$ cat src/rtl/timer_pkg.sv
// rtl/timer_pkg.sv - register map, CTRL bit positions and widths for peripheral_timer
package timer_pkg;

    typedef enum logic [2:0] {
        REG_CTRL     = 3'd0,
        REG_PRESCALE = 3'd1,
        REG_COUNT    = 3'd2,
        REG_COMPARE  = 3'd3,
        REG_STATUS   = 3'd4
    } reg_offset_e;

    localparam int CTRL_W          = 3;
    localparam int CTRL_EN         = 0;
    localparam int CTRL_AUTORELOAD = 1;
    localparam int CTRL_IRQEN      = 2;
    localparam int STATUS_MATCH    = 0;
    localparam int PRESCALE_W      = 16;
    localparam int COUNT_W         = 32;

    function automatic logic [31:0] apply_wmask(input logic [31:0] cur,
                                                input logic [31:0] wdata,
                                                input logic [3:0]  wmask);
        logic [31:0] r;
        r = cur;
        for (int b = 0; b < 4; b++) begin
            if (wmask[b]) r[8*b +: 8] = wdata[8*b +: 8];
        end
        return r;
    endfunction

endpackage

$ cat src/rtl/timer_prescaler.sv
// rtl/timer_prescaler.sv - divides clk by prescale+1, one-cycle tick while enabled
module timer_prescaler
    import timer_pkg::*;
(
    input  logic                  clk,
    input  logic                  reset,
    input  logic                  en,
    input  logic [PRESCALE_W-1:0] prescale,
    output logic                  tick
);

    logic [PRESCALE_W-1:0] presc_cnt;
    logic                  tick_q;

    always_ff @(posedge clk) begin
        if (reset || !en) begin
            presc_cnt <= '0;
            tick_q    <= 1'b0;
        end else if (presc_cnt == prescale) begin
            presc_cnt <= '0;
            tick_q    <= 1'b1;
        end else begin
            presc_cnt <= presc_cnt + 1'b1;
            tick_q    <= 1'b0;
        end
    end

    // A tick registered just before EN drops must not reach the counter.
    assign tick = tick_q && en;

endmodule

$ cat src/rtl/peripheral_timer.sv
// rtl/peripheral_timer.sv - bus-mapped 32-bit timer with prescaler, compare match and irq
module peripheral_timer
    import timer_pkg::*;
#(
    parameter logic [31:0] ADDRESS_BASE = 32'h07000000
) (
    input  logic        clk,
    input  logic        reset,
    input  logic [31:0] mem_addr,
    input  logic [31:0] mem_wdata,
    input  logic [3:0]  mem_wmask,
    input  logic        mem_wstrb,
    input  logic        mem_rstrb,
    output logic [31:0] mem_rdata,
    output logic        mem_done,
    output logic        select,
    output logic        irq
);

    logic [CTRL_W-1:0]     ctrl,     ctrl_next;
    logic [PRESCALE_W-1:0] prescale, prescale_next;
    logic [COUNT_W-1:0]    count,    count_next;
    logic [COUNT_W-1:0]    compare,  compare_next;
    logic                  match,    match_next;
    logic [31:0]           rdata_next;
    logic                  tick;
    logic [2:0]            offset;
    logic                  wr, rd, count_wr, match_set, match_clr;
    logic                  unused_addr_bits;

    assign select   = (mem_addr[31:24] == ADDRESS_BASE[31:24]);
    assign mem_done = select && (mem_rstrb || mem_wstrb);
    assign offset   = mem_addr[4:2];
    assign wr       = select && mem_wstrb;
    assign rd       = select && mem_rstrb;
    assign unused_addr_bits = ^{mem_addr[23:5], mem_addr[1:0]};

    timer_prescaler u_prescaler (
        .clk      (clk),
        .reset    (reset),
        .en       (ctrl[CTRL_EN]),
        .prescale (prescale),
        .tick     (tick)
    );

    always_comb begin
        ctrl_next     = ctrl;
        prescale_next = prescale;
        compare_next  = compare;
        count_next    = count;
        count_wr      = wr && (offset == REG_COUNT) && (|mem_wmask);
        match_set     = 1'b0;
        match_clr     = wr && (offset == REG_STATUS) && mem_wmask[0] && mem_wdata[STATUS_MATCH];

        if (wr && (offset == REG_CTRL) && mem_wmask[0])
            ctrl_next = mem_wdata[CTRL_W-1:0];
        if (wr && (offset == REG_PRESCALE)) begin
            for (int b = 0; b < 2; b++) begin
                if (mem_wmask[b]) prescale_next[8*b +: 8] = mem_wdata[8*b +: 8];
            end
        end
        if (wr && (offset == REG_COMPARE))
            compare_next = apply_wmask(compare, mem_wdata, mem_wmask);

        // Software write to COUNT beats the tick entirely, including its match check.
        if (count_wr) begin
            count_next = apply_wmask(count, mem_wdata, mem_wmask);
        end else if (tick) begin
            if (count == compare) begin
                match_set  = 1'b1;
                count_next = ctrl[CTRL_AUTORELOAD] ? '0 : count + 1'b1;
            end else begin
                count_next = count + 1'b1;
            end
        end

        match_next = match_set || (match && !match_clr);

        rdata_next = mem_rdata;
        if (rd) begin
            case (offset)
                REG_CTRL:     rdata_next = {{(32-CTRL_W){1'b0}}, ctrl};
                REG_PRESCALE: rdata_next = {{(32-PRESCALE_W){1'b0}}, prescale};
                REG_COUNT:    rdata_next = count;
                REG_COMPARE:  rdata_next = compare;
                REG_STATUS:   rdata_next = {31'b0, match};
                default:      rdata_next = '0;
            endcase
        end
    end

    always_ff @(posedge clk) begin
        if (reset) begin
            ctrl      <= '0;
            prescale  <= '0;
            count     <= '0;
            compare   <= '0;
            match     <= 1'b0;
            mem_rdata <= '0;
            irq       <= 1'b0;
        end else begin
            ctrl      <= ctrl_next;
            prescale  <= prescale_next;
            count     <= count_next;
            compare   <= compare_next;
            match     <= match_next;
            mem_rdata <= rdata_next;
            irq       <= match_next && ctrl_next[CTRL_IRQEN];
        end
    end

endmodule

$ cat config.mk
export PLATFORM = sky130hd
export DESIGN_NAME = peripheral_timer
export DESIGN_NICKNAME = d
export VERILOG_FILES = /design/src/rtl/timer_pkg.sv /design/src/rtl/timer_prescaler.sv /design/src/rtl/peripheral_timer.sv
export SDC_FILE = /design/constraint.sdc
export NUM_CORES = 1
export LEC_CHECK = 0
export ABC_AREA = 1
export CORE_ASPECT_RATIO = 1.2
export CORE_MARGIN = 2
export CORE_UTILIZATION = 43
export DETAILED_ROUTE_END_ITERATION = 8
export PLACE_DENSITY = 0.65
export SLEW_MARGIN = 10
export SYNTH_ARGS = -nofsm -noshare
export SYNTH_HDL_FRONTEND = slang
export SYNTH_SLANG_ARGS = --single-unit
$ cat constraint.sdc
create_clock -name clk -period 2.1 [get_ports clk]
set_input_delay 0.315 -clock clk [delete_from_list [all_inputs] [get_ports clk]]
set_output_delay 0.315 -clock clk [all_outputs]
set_load 0.03 [all_outputs]
; After elaboration in Yosys (flattened, before gate mapping)
; Cells that the tools add are included.
; Widths: inputs -> output; s select.
[totals]
register_bits = 134
latch_bits = 0
ramBits = 0
romBits = 0
output_inout_bits = 35
wordCells = 78
mem_count = 0
[op_classes]
addsub = 2
multipliers = 0
div_mod_pow = 0
magnitude_cmp = 0
eq_ne = 11
n_shift = 0
n_mux = 14
n_bitwise = 0
n_reduce_logical = 34
[op_table]
columns = cell, count
row1 = $pmux 32 s5, 1
row2 = $mux 32, 4
row3 = $add 32x1->32 const B, 1
row4 = $eq 32x32->1, 1
row5 = $mux 8, 4
row6 = $reduce_and 2->1, 10
row7 = $add 16x1->16 const B, 1
row8 = $eq 16x16->1, 1
row9 = $logic_and 1x1->1, 15
row10 = $eq 8x3->1 const B, 1
row11 = $ne 2x2->1 const B, 4
row12 = $eq 3x2->1 const B, 2
row13 = $mux 1, 4
row14 = $reduce_or 4->1, 1
row15 = $eq 3x1->1 const B, 1
row16 = $eq 3x3->1 const B, 1
row17 = $logic_not 3->1, 1
row18 = $logic_or 1x1->1, 3
row19 = $mux 3, 1
row20 = $logic_not 1->1, 2
row21 = $reduce_bool 2->1, 1
row22 = $reduce_or 2->1, 1

; Depth between registers and ports, before layout
; Gate-level depths: netlist of run 1.
[logic_depth]
depth_word = 9
mapped_depth = 11

; Cells and area by module
; From an unflattened synthesis of run 1, not the netlist that was laid out.
[hier_totals]
cells_unflattened = 1179
hier_area_um2 = 7737.4
[modules_own_cells]
columns = module, n_inst, cells_each, area_each_um2, seq_area_each_um2
row1 = peripheral_timer, 1, 993, 6608.8, 2342.2
row2 = timer_prescaler, 1, 186, 1128.6, 340.3

; Worst setup path before layout of run 1
; Ideal clock, no wire load.
[synth_path]
path_type = input to output
start = input port mem_addr[27]
end = output port mem_done
t_arrival_ps = 1442
t_required_ps = 1785
slack_ps = 343
path_stages = 6
path_buffers = 1
path_cell_list = inv_1 -> nand4_1 -> nor2_4 -> nand2_1 -> clkbuf_1 -> nand2_1
[synth_via]
elab_chain_len = 2
[synth_lines]
columns = element, line
row1 = from (decl), peripheral_timer.sv:9  ; input logic [31:0] mem_addr,
row2 = $eq 8x3->1, peripheral_timer.sv:31  ; assign select = (mem_addr[31:24] == ADDRESS_BASE[31:24]);
row3 = net select, peripheral_timer.sv:16  ; output logic select,
row4 = $logic_and 1x1->1, peripheral_timer.sv:32  ; assign mem_done = select && (mem_rstrb || mem_wstrb);
row5 = to (decl), peripheral_timer.sv:15  ; output logic mem_done,
; The timed path passes the listed nets, and every way through them passes these cells.

; Worst setup path in the final report of run 1
[layout_path]
start = input port mem_addr[26]
end = output port mem_done
[layout_via]
elab_chain_len = 2
[layout_lines]
columns = element, line
row1 = $eq 8x3->1, peripheral_timer.sv:31
row2 = $logic_and 1x1->1, peripheral_timer.sv:32
; Every way passes these cells.

==> flow_summary.yaml, run 1 <==
timing:
  worst_pin_slew_ns: 0.820
  fmax_mhz: 494
  whs_ns: 0.462
  min_period_ns: 2.02
  rsz0062_at_grt: "no"
  setup_violations: 0
  worst_slew_margin_rel: 0.453
  hold_viol: 0
  finalCritPeriodShare: 0.964
  slew_violations: 0
  skew_ns: 0.00720
pwr:
  power.density_nw_per_um2: 655
  ir_drop_uv: 533
  p_total_mw: 6.30
  p_leak_nw: 3.89
global_routing:
  grt_pass1_vias: 7193
  overflow: 0
  grt_pass1_wl_um: 37600
  grt_use_total: 0.257
  grt_max_degree: 72
  antenna_found_initial: 0
clock_network:
  numCtsBuffers: 17
  htreeDepth: 4
  post_cts_resized: 0
  cts_tree: "yes"
  hold_buffers: 0
  cts_sinks: 134
  clk_latency_ns: 0.43
  root_buffer: "clkbuf_16"
  clk_pin_slew_ns: 0.06
  post-cts-setup-buffer-count: 0
  cts.path.max_buffers: 2
layout:
  fillers: 1661
  diodes: 0
  drive_gt1_frac: 0.0981
  layout.nets: 1304
  areaGrowthSynthToFinish_pct: 28.9
  stdcell_area_um2: 9630
floorplan:
  die_x_um: 124
  core_area_um2: 16900
  io_pins: 107
  die_y_um: 148
  initial_core_util: 0.441
  num_rows: 52
  dieArea_um2: 18400
worst_hold_path:
  hold_class: "flip-flop to flip-flop"
  min-delay-start: "mem_rdata[16]"
route:
  wl_per_cell_um: 16.1
  postRouteWirelength_um: 23400
  drt-initial-drc-count: 648
  drc_errors: 0
  firstDrtPassIters: 6
  ant_nets: 0
  viasPerCell: 5.20
  dr_total_vias: 7586
placement:
  postPlaceCellArea_um2: 8940
  gp_congestion: 0.976
  place_hpwl_um: 17400
  io_buffers: 85
worst_setup_path:
  cp_slowest_cell: "clkdlybuf4s50_1"
  crit_type: "input pin to primary output"
  cp.required_ns: 1.78
  cpMostUsedCell: "buf_4"
  path_cells: "clkdlybuf4s50_1 > nand4_1 > nor2_4 > nand2_4 > buf_4 > nand2_1 > buf_4"
  crit_start: "mem_addr[26]"
  crit_path_max_fanout: 4
  cp-end-kind: "primary output"
  start_kind: "input pin"
  r2r-start: "count[3]"
  critPathMaxStageDelay_ns: 0.47
  crit_arrival_ns: 1.71
logic_synthesis:
  ys_seq_area_frac: 0.359
  avgSynthCellArea_um2: 6.75
  yosysUniqueCellTypes: 38
  yosysTopAreaCell: "dfxtp_1"
  syn-num-nets: 1181
  synth_cells: 1107
  yosysWarnings: 0
  ys_ff_latch: 134
  yosys.area.top_type_share: 0.359
  netlist_area_um2: 7470
  ys_top_cells_by_area: "dfxtp_1 36%, nand2_1 14%, nand3_1 6.2%, nor2_1 6.0%, inv_1 5.9%"
run:
  cap_violations: 0
outcome:
  status: "finished clean"
==> layout by cell type (no fill, tap or decap), drive strengths merged <==
| cell | n |
|---|---|
| nand2 | 285 |
| dfxtp | 134 |
| nor2 | 122 |
| inv | 120 |
| nand3 | 95 |
| a21oi | 87 |
| clkdlybuf4s50 | 82 |
| buf | 69 |
| o21ai | 42 |
| xnor2 | 35 |
| a211oi | 34 |
| xor2 | 29 |
| nor3 | 21 |
| clkbuf | 20 |
| o22ai | 19 |
| nand4 | 15 |
| o221ai | 7 |
| bufinv | 6 |
| a21boi | 5 |
| o211ai | 4 |
| clkinv | 4 |
| ha | 2 |
| clkinvlp | 2 |
| nor4 | 1 |
| o2111ai | 1 |
| o31ai | 1 |
| or2 | 1 |
==> final cells by class <==
| cell class | count | area (um2) | area share |
|---|---|---|---|
| clock buffer | 20 | 467 | 0.0485 |
| clock inverter | 12 | 223 | 0.0231 |
| inverter | 120 | 453 | 0.0470 |
| multi-input combinational | 806 | 4100 | 0.425 |
| sequential | 134 | 2680 | 0.279 |
| tap | 216 | 270 | 0.0281 |
| timing repair buffer | 151 | 1440 | 0.149 |
==> worst max-delay path: cells and delay by family <==
family                 cells  cell delay, ns
AND/OR/NAND/NOR            4            0.59
buffers and inverters      3            0.80
==> cells in the mapped netlist <==
master / instances
nor2_8: 1
nor3_1: 18
inv_1: 117
or2_2: 1
nand2_4: 5
o21ai_0: 21
inv_2: 2
nor2_1: 119
o211ai_1: 4
nor3_2: 2
nand3_2: 3
nand2_1: 278
a211oi_1: 34
nand4_2: 1
dfxtp_1: 134
nor2_4: 2
clkbuf_1: 28
a21boi_1: 1
nand2_8: 1
buf_6: 4
a21boi_0: 4
nand2_2: 1
nor3_4: 1
o221ai_1: 7
nor4_1: 1
buf_4: 5
nand3_1: 92
o2111ai_1: 1
nand4_1: 14
a21oi_1: 87
xnor2_1: 35
buf_2: 10
ha_1: 2
o22ai_1: 19
o21ai_1: 21
xor2_1: 29
o31ai_1: 1
inv_4: 1
==> layer usage <==
layer  track usage  share of wire
met4         0.132          0.045
met1         0.313           0.43
met3        0.0432          0.043
met5             0              0
met2         0.439           0.48
==> sequential cells by signal, indices dropped and copies added, names as in the netlist <==
| register | count |
|---|---|
| compare | 32 |
| count | 32 |
| ctrl | 3 |
| irq | 1 |
| match | 1 |
| mem_rdata | 32 |
| prescale | 16 |
| u_prescaler.presc_cnt | 16 |
| u_prescaler.tick_q | 1 |
==> where the power goes <==
part	total (mW)	internal [mW]	leakage [nW]	switching (mW)
Clock	3.51	2.32	0.332	1.19
Sequential	2.54	2.54	1.08	0.000304
Combinational	0.253	0.115	2.47	0.138
==> path summary, 6_finish.rpt <==
path / end / slack (ns) / depth (start not counted)
max reg2reg: count[14] / 0.22 / 8
min reg2reg: mem_rdata[16] / 0.46 / 2
max: mem_done / 0.08 / 7
min: mem_rdata[16] / 0.46 / 2
==> cells by family (layout without fill, tap and decap cells) <==
group,after synthesis,after routing,share of synthesized area
adder cells (fa/ha/maj),2,2,0.00335
AND/OR/NAND/NOR,540,540,0.314
flip-flops,134,134,0.359
XOR/XNOR,64,64,0.0751
AO/OA/AOI/OAI,200,200,0.156
buffers and inverters,167,303,0.0925
==> stage by stage <==
stage               std cells  setup TNS, ns  setup slack, ns   util
floorplan                1107              0            0.343      -
global placement         1427         -0.236          -0.0320  0.528
CTS                      1459              0           0.0702  0.569
detailed placement       1427         -0.708          -0.0870  0.528
finish                   1459              0           0.0761  0.569
global route             1459              0         0.000907  0.569
(Power assumes the default switching activity.)
==> run 2: changes to the inputs <==
DONT_BUFFER_PORTS = 1   (was unset)
PLACE_DENSITY = unset   (was 0.65)
==> flow_summary.yaml, run 2 (same netlist as run 1, synthesis figures left out) <==
outcome:
  status: "finished clean"
floorplan:
  die_x_um: 124
  dieArea_um2: 18400
  die_y_um: 148
  core_area_um2: 16900
  num_rows: 52
  initial_core_util: 0.441
  io_pins: 107
worst_setup_path:
  cp.required_ns: 2.46
  critPathMaxStageDelay_ns: 0.44
  start_kind: "flip-flop"
  crit_arrival_ns: 2.24
  r2r-start: "count[9]"
  crit_start: "count[9]"
  crit_path_max_fanout: 32
  r2r-end: "count[16]"
  r2r_slack_ns: 0.22
  cpMostUsedCell: "nand2_1"
  cp_slowest_cell: "dfxtp_1"
  r2r_cells: 11
  crit_type: "flip-flop to flip-flop"
  path_cells: "inv_1 > nand2_1 > nand2_1 > nand2_1 > nor2_1 > nand2_1 > nor2_1 > nand3_1 > buf_4 > nand3_1 > a21oi_1"
  cp-end-kind: "flip-flop"
worst_hold_path:
  worstHoldEndpoint: "prescale[10]"
  hold_class: "input pin to flip-flop"
  min-delay-start: "mem_wdata[10]"
  hold_path_depth: 2
clock_network:
  htreeDepth: 4
  numCtsBuffers: 17
  post-cts-setup-buffer-count: 0
  cts.path.max_buffers: 2
  cts_tree: "yes"
  cts_sinks: 134
  clk_latency_ns: 0.43
  root_buffer: "clkbuf_16"
  clk_pin_slew_ns: 0.06
timing:
  hold_viol: 0
  fin_tns_setup_ns: 0
  min_period_ns: 1.88
  setup_violations: 0
  worst_slew_margin_rel: 0.597
  fmax_mhz: 532
  rsz0062_at_grt: "no"
  slew_violations: 0
  worst_pin_slew_ns: 0.603
  finalCritPeriodShare: 0.896
  skew_ns: 0.00830
layout:
  largest_registers: "compare: 32 flops, count: 32 flops, mem_rdata: 32 flops"
  mostFrequentLayoutCells: "278 x nand2_1, 134 x dfxtp_1, 119 x nor2_1, 117 x inv_1, 92 x nand3_1"
  fin_util: 0.499
  final_common_cell: "nand2_1"
  areaGrowthSynthToFinish_pct: 13.0
  layout.nets: 1190
  diodes: 0
  fillers: 1789
  drive_gt1_frac: 0.0762
run:
  cap_violations: 0
global_routing:
  grt_use_total: 0.252
  grt_max_degree: 72
  grt_pass1_wl_um: 36800
  overflow: 0
  antenna_found_initial: 0
  grt_pass1_vias: 6995
route:
  drc_errors: 0
  drt-initial-drc-count: 492
  postRouteWirelength_um: 22900
  dr_total_vias: 7166
  viasPerCell: 5.33
  firstDrtPassIters: 5
  wl_per_cell_um: 17.1
  ant_nets: 0
pwr:
  power.density_nw_per_um2: 697
  ir_drop_uv: 528
  p_leak_nw: 3.37
  p_total_mw: 5.88
placement:
  place_hpwl_um: 17000
  gp_congestion: 0.945
  io_buffers: 0
-- run 2: cell types whose count changed in the layout (fill, tap and decap cells not counted) --
cell / previous run / this run
buf_12: 8 / 1
buf_16: 0 / 1
buf_2: 1 / 0
clkinv_4: 2 / 0
buf_4: 60 / 35
clkdlybuf4s50_1: 82 / 0
bufinv_16: 6 / 4
clkbuf_1: 0 / 4
-- run 2: routing by layer --
| metal | track usage | vias up | share of wire |
|---|---|---|---|
| met3 | 0.0532 | 36 | 0.047 |
| met5 | 0 | - | 0 |
| met1 | 0.304 | 3311 | 0.43 |
| met2 | 0.449 | 170 | 0.50 |
| met4 | 0.0775 | 0 | 0.018 |
| li1 | - | 3649 | - |
-- run 2: area by class of cell --
class / instances / area, um2 / area share
Sequential cell: 134 / 2680 / 0.318
Tap cell: 216 / 270 / 0.0320
Inverter: 120 / 453 / 0.0537
Clock buffer: 24 / 482 / 0.0571
Clock inverter: 8 / 145 / 0.0172
Multi-Input combinational cell: 806 / 4100 / 0.485
Timing Repair Buffer: 37 / 310 / 0.0368
-- run 2: worst max path at each step --
stage	to	slack (ns)
5_1_grt	count[14]	0.09
3_5_place_dp	compare[22]	0.13
2_1_floorplan	mem_done	0.34
3_3_place_gp	compare[17]	0.19
6_report	count[16]	0.22
4_1_cts	count[14]	0.24
-- run 2: power by group --
group / internal [mW] / switching (mW) / total [mW]
Sequential: 2.54 / 0.000300 / 2.54
Clock: 2.08 / 1.15 / 3.23
Combinational: 0.0237 / 0.0868 / 0.111
Total: 4.64 / 1.23 / 5.88
-- run 2: metrics by stage --
step	worst slack [ns]	cells	area [um2]	hold slack (ns)
2_1_floorplan	0.343	1107	7470	0.441
3_3_place_gp	0.187	1312	7780	0.394
3_5_place_dp	0.135	1312	7780	0.398
4_1_cts	0.236	1345	8440	0.00827
5_1_grt	0.0924	1345	8440	0.0216
6_report	0.219	1345	8440	0.0194
-- run 2: repair_timing --
item,CTS,global route
gates resized for setup,0,0
endpoints found under the hold margin,71,0
hold buffers,1,0
-- run 2: worst max-delay path, delay by kind of cell, from the launching register on --
| kind | cells | cell delay (ns) |
|---|---|---|
| flops | 1 | 0.44 |
| compound gates | 1 | 0.17 |
| simple gates | 8 | 0.73 |
| buf+inv | 2 | 0.45 |
==> run 3: changes to the inputs <==
--- a/config.mk
+++ b/config.mk
@@ -7,9 +7,13 @@
 export LEC_CHECK = 0
 export ABC_AREA = 1
+export CELL_PAD_IN_SITES_DETAIL_PLACEMENT = 2
+export CELL_PAD_IN_SITES_GLOBAL_PLACEMENT = 2
 export CORE_ASPECT_RATIO = 1.2
 export CORE_MARGIN = 2
-export CORE_UTILIZATION = 43
+export CORE_UTILIZATION = 35
+export CTS_CLUSTER_DIAMETER = 40
 export DETAILED_ROUTE_END_ITERATION = 8
 export DONT_BUFFER_PORTS = 1
+export PLACE_DENSITY_LB_ADDON = 0.1
 export SLEW_MARGIN = 10
 export SYNTH_ARGS = -nofsm -noshare
==> constraint.sdc (replaced) <==
create_clock -name clk -period 2.1 [get_ports clk]
set_input_delay 0.315 -clock clk [delete_from_list [all_inputs] [get_ports clk]]
set_output_delay 0.315 -clock clk [all_outputs]
set_load 0.1 [all_outputs]
==> flow_summary.yaml, run 3 (same netlist as run 1, synthesis figures left out) <==
worst_setup_path:
  path_cells: "inv_1 > nand2_1 > nand2_1 > nand2_1 > nor2_1 > nand2_1 > nor2_1 > nand3_1 > buf_12 > nand3_1 > a21oi_1"
  r2r_cells: 11
  start_kind: "flip-flop"
  cp_slowest_cell: "dfxtp_1"
  crit_type: "flip-flop to flip-flop"
  crit_arrival_ns: 2.23
  r2r_slack_ns: 0.19
  r2r-start: "count[4]"
  cpMostUsedCell: "nand2_1"
  cp-end-kind: "flip-flop"
  critPathMaxStageDelay_ns: 0.36
  r2r-end: "count[14]"
  cp.required_ns: 2.42
  crit_path_max_fanout: 32
timing:
  fmax_mhz: 522
  min_period_ns: 1.91
  skew_ns: 0.0116
  worst_slew_margin_rel: 0.560
  setup_violations: 0
  worst_pin_slew_ns: 0.658
  finalCritPeriodShare: 0.911
  rsz0062_at_grt: "no"
  hold_viol: 0
  fin_tns_setup_ns: 0
  slew_violations: 0
layout:
  fin_cells: 1435
  diodes: 0
  stdcell_area_um2: 8890
  ff_latch_area_um2: 2680
  fin_util: 0.424
  multiInputGateArea_um2: 4190
  drive_gt1_frac: 0.125
  areaGrowthSynthToFinish_pct: 19.1
  largest_registers: "compare: 32 flops, count: 32 flops, mem_rdata: 32 flops"
  layout.nets: 1227
  mostFrequentLayoutCells: "276 x nand2_1, 134 x dfxtp_1, 117 x nor2_1, 113 x inv_1, 87 x a21oi_1"
  final_common_cell: "nand2_1"
  fillers: 2486
route:
  postRouteWirelength_um: 29900
  drt-initial-drc-count: 254
  wl_per_cell_um: 20.8
  dr_total_vias: 7692
  firstDrtPassIters: 4
  viasPerCell: 5.36
  ant_nets: 0
  drc_errors: 0
placement:
  dp_cells: 1401
  gp_congestion: 0.899
  place_hpwl_um: 21800
  io_buffers: 0
  postPlaceCellArea_um2: 8240
clock_network:
  post-cts-setup-buffer-count: 0
  clk_latency_ns: 0.44
  cts.path.max_buffers: 2
  numCtsBuffers: 17
  clk_pin_slew_ns: 0.06
  root_buffer: "clkbuf_16"
  cts_sinks: 134
  htreeDepth: 4
  cts_tree: "yes"
floorplan:
  core_area_um2: 21000
  die_x_um: 137
  initial_core_util: 0.356
  dieArea_um2: 22500
  io_pins: 107
  num_rows: 58
  die_y_um: 164
pwr:
  ir_drop_uv: 539
  power.density_nw_per_um2: 649
  p_leak_nw: 3.68
global_routing:
  grt_max_degree: 72
  overflow: 0
  grt_pass1_vias: 8381
  grt_use_total: 0.273
  antenna_found_initial: 0
  grt_pass1_wl_um: 46600
worst_hold_path:
  worstHoldEndpoint: "prescale[8]"
  min-delay-start: "mem_wdata[8]"
  hold_class: "input pin to flip-flop"
  hold_path_depth: 2
run:
  cap_violations: 0
outcome:
  status: "finished clean"
==> run 3: through the flow <==
step / power (mW) / worst slack [ns] / hold slack, ns
6_report: 5.77 / 0.186 / 0.0140
5_1_grt: 5.92 / 0.0112 / 0.0254
4_1_cts: 5.80 / 0.109 / 0.00304
3_5_place_dp: 2.69 / 0.0434 / 0.394
3_3_place_gp: 2.69 / 0.0707 / 0.395
2_1_floorplan: 2.67 / -0.0257 / 0.441
==> run 3: worst max-delay path by stage <==
stage                     depth (start not counted)         to         start
after floorplan                                  11  count[23]  mem_addr[29]
after global placement                           10  count[30]      count[3]
after detailed placement                          9  count[30]      count[3]
after CTS                                         8  count[14]      count[3]
after global routing                              7  count[12]      count[4]
final                                            11  count[14]      count[4]
==> run 3: cell type report <==
class / instances / area share
Inverter: 120 / 0.0529
Tap cell: 270 / 0.0380
Clock inverter: 13 / 0.0165
Multi-Input combinational cell: 806 / 0.471
Clock buffer: 18 / 0.0494
Sequential cell: 134 / 0.302
Timing Repair Buffer: 74 / 0.0709
==> run 3: routing by layer <==
| metal | GRT usage | share of wire | vias to the layer above |
|---|---|---|---|
| met3 | 0.0423 | 0.028 | 54 |
| li1 | - | - | 3712 |
| met2 | 0.508 | 0.53 | 99 |
| met1 | 0.306 | 0.41 | 3827 |
| met4 | 0.115 | 0.035 | 0 |
| met5 | 0 | 0 | - |
==> run 3: critical path, delay by kind of cell, from the launching register on <==
family	cells	cell delay [ns]
AOI/OAI and AO/OA	1	0.08
buffers and inverters	2	0.33
DFF	1	0.36
and+or+nand+nor	8	1.01
==> run 3: what timing repair did <==
| item | 4_1_cts | 5_1_grt |
|---|---|---|
| setup endpoints to repair | 2 | 5 |
| hold buffers | 3 | 0 |
| hold endpoints to repair | 73 | 0 |
| gates resized for setup | 1 | 4 |
==> run 3: power by group <==
group          total, mW  internal (mW)  switching [mW]
combinational      0.122         0.0287          0.0932
sequential          2.54           2.54        0.000319
clock               3.11           1.79            1.32
